--- src/rtl/decode_resp_collector.sv ---
// ============================================================================
//  Module      : decode_resp_collector
//  Description : Return-path companion to the chip-select decoder. Captures
//                the target selected by one initiator request, waits for that
//                target's acknowledge (or a timeout) and hands the read data
//                or an error back over a valid/ready handshake. Flags any
//                acknowledge that does not belong to the outstanding request.
//  Revision    : 1.0 - initial release
// ============================================================================
`default_nettype none

module decode_resp_collector #(
  parameter int DW  = 32,  // read data width
  parameter int TMO = 16,  // WAIT cycles before timeout (2..255)
  parameter int CW  = 8    // timeout counter width, 2^CW > TMO
) (
  input  logic          clk,
  input  logic          rst,
  // initiator request side
  input  logic          req,
  input  logic [1:0]    addr,
  output logic          req_ready,
  // target bank
  input  logic          ce0_ack,
  input  logic [DW-1:0] ce0_rdata,
  input  logic          ce1_ack,
  input  logic [DW-1:0] ce1_rdata,
  input  logic          cs_ack,
  input  logic [DW-1:0] cs_rdata,
  // initiator response side
  output logic          resp_valid,
  input  logic          resp_ready,
  output logic [DW-1:0] resp_data,
  output logic          resp_err,
  output logic          stray_ack
);

  typedef enum logic [1:0] {
    ST_IDLE = 2'd0,
    ST_WAIT = 2'd1,
    ST_RESP = 2'd2
  } state_t;

  // Counter value seen in the last WAIT cycle before the timeout fires.
  localparam logic [CW-1:0] c_tmo_last = CW'(TMO - 1);

  // One-hot selection bit positions.
  localparam int c_ce0 = 0;
  localparam int c_ce1 = 1;
  localparam int c_cs  = 2;

  state_t          r_state;
  state_t          w_state_nxt;
  logic [2:0]      r_sel;
  logic [2:0]      w_sel_dec;
  logic [CW-1:0]   r_cnt;
  logic [DW-1:0]   r_data;
  logic            r_err;
  logic            r_stray;

  logic [2:0]      w_acks;
  logic            w_sel_ack;
  logic [DW-1:0]   w_sel_rdata;
  logic            w_timeout;
  logic            w_accept;
  logic            w_resp_hs;
  logic            w_stray_now;

  assign w_acks    = {cs_ack, ce1_ack, ce0_ack};
  assign w_sel_ack = |(w_acks & r_sel);
  assign w_timeout = (r_cnt == c_tmo_last);
  assign w_accept  = (r_state == ST_IDLE) && req;
  assign w_resp_hs = (r_state == ST_RESP) && resp_ready;

  // Address-to-target map; must stay identical to the forward decoder.
  always_comb begin
    w_sel_dec = 3'b000;
    case (addr)
      2'b10:   w_sel_dec[c_ce0] = 1'b1;
      2'b11:   w_sel_dec[c_ce1] = 1'b1;
      default: w_sel_dec[c_cs]  = 1'b1;
    endcase
  end

  // AND-OR mux of the read data using the one-hot selection.
  always_comb begin
    w_sel_rdata = ({DW{r_sel[c_ce0]}} & ce0_rdata)
                | ({DW{r_sel[c_ce1]}} & ce1_rdata)
                | ({DW{r_sel[c_cs]}}  & cs_rdata);
  end

  // An ack is stray unless it comes from the selected target while waiting.
  always_comb begin
    if (r_state == ST_WAIT) begin
      w_stray_now = |(w_acks & ~r_sel);
    end else begin
      w_stray_now = |w_acks;
    end
  end

  // State register.
  always_ff @(posedge clk or posedge rst) begin
    if (rst) begin
      r_state <= ST_IDLE;
    end else begin
      r_state <= w_state_nxt;
    end
  end

  // Next-state logic; the selected ack takes priority over the timeout.
  always_comb begin
    w_state_nxt = r_state;
    case (r_state)
      ST_IDLE: begin
        if (req) begin
          w_state_nxt = ST_WAIT;
        end
      end
      ST_WAIT: begin
        if (w_sel_ack || w_timeout) begin
          w_state_nxt = ST_RESP;
        end
      end
      ST_RESP: begin
        if (resp_ready) begin
          w_state_nxt = ST_IDLE;
        end
      end
      default: w_state_nxt = ST_IDLE;
    endcase
  end

  // Selection capture and timeout counter.
  always_ff @(posedge clk or posedge rst) begin
    if (rst) begin
      r_sel <= 3'b000;
      r_cnt <= '0;
    end else if (w_accept) begin
      r_sel <= w_sel_dec;
      r_cnt <= '0;
    end else if (r_state == ST_WAIT) begin
      if (!w_sel_ack && !w_timeout) begin
        r_cnt <= r_cnt + CW'(1);
      end
    end else if (w_resp_hs) begin
      r_sel <= 3'b000;
    end
  end

  // Response payload, loaded once on leaving WAIT and held through RESP.
  always_ff @(posedge clk or posedge rst) begin
    if (rst) begin
      r_data <= '0;
      r_err  <= 1'b0;
    end else if (r_state == ST_WAIT) begin
      if (w_sel_ack) begin
        r_data <= w_sel_rdata;
        r_err  <= 1'b0;
      end else if (w_timeout) begin
        r_data <= '0;
        r_err  <= 1'b1;
      end
    end
  end

  // One-cycle registered stray-ack flag.
  always_ff @(posedge clk or posedge rst) begin
    if (rst) begin
      r_stray <= 1'b0;
    end else begin
      r_stray <= w_stray_now;
    end
  end

  assign req_ready  = (r_state == ST_IDLE);
  assign resp_valid = (r_state == ST_RESP);
  assign resp_data  = r_data;
  assign resp_err   = r_err;
  assign stray_ack  = r_stray;

endmodule

`default_nettype wire

--- config.mk ---
export PLATFORM = sky130hd
export DESIGN_NAME = decode_resp_collector
export DESIGN_NICKNAME = d
export VERILOG_FILES = /design/src/rtl/decode_resp_collector.sv
export SDC_FILE = /design/constraint.sdc
export NUM_CORES = 1
export LEC_CHECK = 0
export CAP_MARGIN = 10
export CORE_MARGIN = 5
export CORE_UTILIZATION = 39
export DETAILED_ROUTE_END_ITERATION = 12
export PLACE_DENSITY_LB_ADDON = 0.15
export SETUP_SLACK_MARGIN = 0.05
export SYNTH_ARGS = -nofsm -noshare
export SYNTH_HDL_FRONTEND = slang
export SYNTH_SLANG_ARGS = --single-unit
--- constraint.sdc ---
create_clock -name clk -period 3.3 [get_ports clk]
set_clock_uncertainty 0.2 [all_clocks]
set_input_delay 0.495 -clock clk [delete_from_list [all_inputs] [get_ports clk]]
set_output_delay 0.495 -clock clk [all_outputs]
set_load 0.01 [all_outputs]
==> results.toml <==
[synth]
ys_types = 29
syn_area_mm2 = 0.00222
syn_avg_cell_area_um2 = 11.7
synthTopCellsByArea = "dfrtp_1, a222oi_1, o2bb2ai_1"
syn-num-nets = 296
async_flop_share_pct = 100
synth_ff_type = "dfrtp_1"
synthCells = 190
synth_top_area_share_pct = 53.0
ys_top_cells_by_count = "dfrtp_1, a222oi_1, o2bb2ai_1"
synth_most_common_cell = "dfrtp_1"
synth_edf_count = 0
yosys_register_bits = 47
synth-seq-area-share_pct = 53.0
ys_warn_count = 0
synth_top_area_cell = "dfrtp_1"

[min_path]
hp-class = "register to register"

[drt]
drtIter0Drc = 253
antenna_left = 0
drt_pass1_iterations = 5
wl_met1_um = 3010
post_drt_wl_per_cell_um = 19.0
wl_met3_um = 795
vias = 2277
drcViolationCount = 0
dr_wl_met2_um = 3670
detail_route.vias_per_cell = 5.74
top_layer = "met4"
drt_wl_total_um = 7520

[worst_setup_path]
path_delay_family = "compound AO/OA/AOI/OAI gates"
cp_slowest_cell = "or3_1"
crit_buf_inv = 2
path_cells = "clkdlybuf4s50_1 > a222oi_1 > buf_4 > o211ai_1 > or3_1 > a21oi_1"
worstSetupStartpointType = "input pin"
end_kind = "register"
cp_max_fo = 11
worstSetupPathType = "input pin to register"
slowest_delay_ns = 0.46
worstPathRequired_ns = 3.31
cp.arrival_ns = 2.40

[cts]
cts_hold_buf = 0
insertion_delay_ns = 0.29
ctsResizeCount = 0
root_buffer = "clkbuf_8"
cts_made_buffers = 5
path_clk_slew_ns = 0.08
cts.sinks = 47
cts_max_level = 2
post-cts-setup-buffer-count = 0
cts_tree = "done"
cts_max_path_buffers = 2

[global_routing]
grt.overflow.total = 0
grt_antenna_before_repair = 0
grt_pass1_vias = 2309
grt_start_max_net_pins = 48
grt_pass1_wl_um = 11500
grtUsageTotal_pct = 19.4

[placement]
hpwl_um = 5530
io_buffers = 140
finalWeightedCongestion = 0.847
post-place-cells = 389

[job]
maxCapViolCount = 0

[cells_and_area]
n_antenna_cell = 0
area_growth_pct = 70.1
fill_cells = 436
drive_gt1_share_pct = 4.92
final_util_pct = 68.5
stdcell_count = 397
final_nets = 430

[timing]
final.period_utilization_pct = 72.4
fin_setup_tns_ns = 0
slew_viol_final = 0
setup_viol = 0
max_freq_mhz = 418
max_slew.worst_pin.slew_ns = 0.968
relSlewSlack_pct = 35.3
min_period_ns = 2.39
hold_viol_final = 0
rsz0062_at_grt = "false"

[die]
start_util_pct = 40.3
coreArea_mm2 = 0.00551
die-area_mm2 = 0.00730
die_h_um = 85.4
io_pins = 141
rows = 27
die_w_um = 85.4

[pwr]
power.leakage_nw = 1.51
power_density_mw_per_mm2 = 729
ir_drop_uv = 470

[outcome]
status = "completed"
## worst reg2reg max path, stage by stage (launching register included)
cell and delay [ns]:
dfrtp_1 0.40, or4_1 0.58, o211ai_1 0.69, o21ai_0 0.22, a21oi_1 0.19
## cell usage in the layout (no fill, tap or decap), types with 2 or more instances in the layout
master	n
xor2_1	2
nand2_1	10
o31ai_1	2
dfrtp_1	47
clkdlybuf4s50_1	140
or3_1	2
or4_1	2
o21ai_1	2
a21oi_1	2
buf_4	8
o211ai_1	4
inv_1	3
o2bb2ai_1	32
nor2_1	4
clkbuf_8	7
nand3_1	3
nand2b_1	2
a222oi_1	33
mux2i_1	2
o21ai_0	7
## through the flow
| step | hold WS, ns | worst slack, ns | power [W] | cell area, µm² |
|---|---|---|---|---|
| 3_3_place_gp | 0.270 | 0.734 | 0.00237 | 3670 |
| 2_1_floorplan | 0.284 | 1.26 | 0.00171 | 2220 |
| 4_1_cts | 0.296 | 0.920 | 0.00277 | 3770 |
| 6_report | 0.291 | 0.910 | 0.00275 | 3770 |
| 3_5_place_dp | 0.273 | 0.614 | 0.00240 | 3670 |
| 5_1_grt | 0.305 | 0.823 | 0.00293 | 3770 |
## kinds of logic after synthesis
logic type | Yosys count | synth area share (%)
AO/OA/AOI/OAI | 85 | 33.2
XOR/XNOR | 2 | 0.790
adder cells (fa/ha/maj) | 1 | 0.564
buffers and inverters | 25 | 5.02
flip-flops | 47 | 53.0
multiplexers | 2 | 0.902
AND/OR/NAND/NOR | 28 | 6.54
## report_power, final
part	internal (W)	switching [W]
sequential	0.000777	0.000123
combinational	0.000756	0.000723
clock	0.000191	0.000180
## worst paths after layout
path	end	slack (ns)	depth (start not counted)	startpoint
max in group asynchronous	resp_data[25]	1.76	2	rst
max reg2reg	r_cnt[5]	0.94	4	r_cnt[7]
max	r_cnt[5]	0.91	6	ce0_ack
min reg2reg	resp_data[9]	0.29	1	resp_data[9]
min in group asynchronous	resp_data[31]	0.55	2	rst
min	resp_data[9]	0.29	1	resp_data[9]
## final cells by class
cell class                 instances  area [µm²]  area share (%)
timing repair buffer             148        1460            38.7
tap                               72        90.1            2.39
multi-input combinational        118         931            24.7
clock buffer                       8         100            2.65
inverter                           4        15.0           0.398
sequential                        47        1180            31.2
## per-layer routing
metal	GRT usage [%]	vias up
met5	0	-
met4	3.02	0
met3	7.57	10
met2	33.3	104
met1	23.5	1097
li1	-	1066
## sequential cells by signal, indices dropped and copies added (netlist names)
signal and cells:
resp_data 32, r_cnt 8, r_sel 3, r_state 2
resp_err 1, stray_ack 1
(Power assumes the default switching activity.)
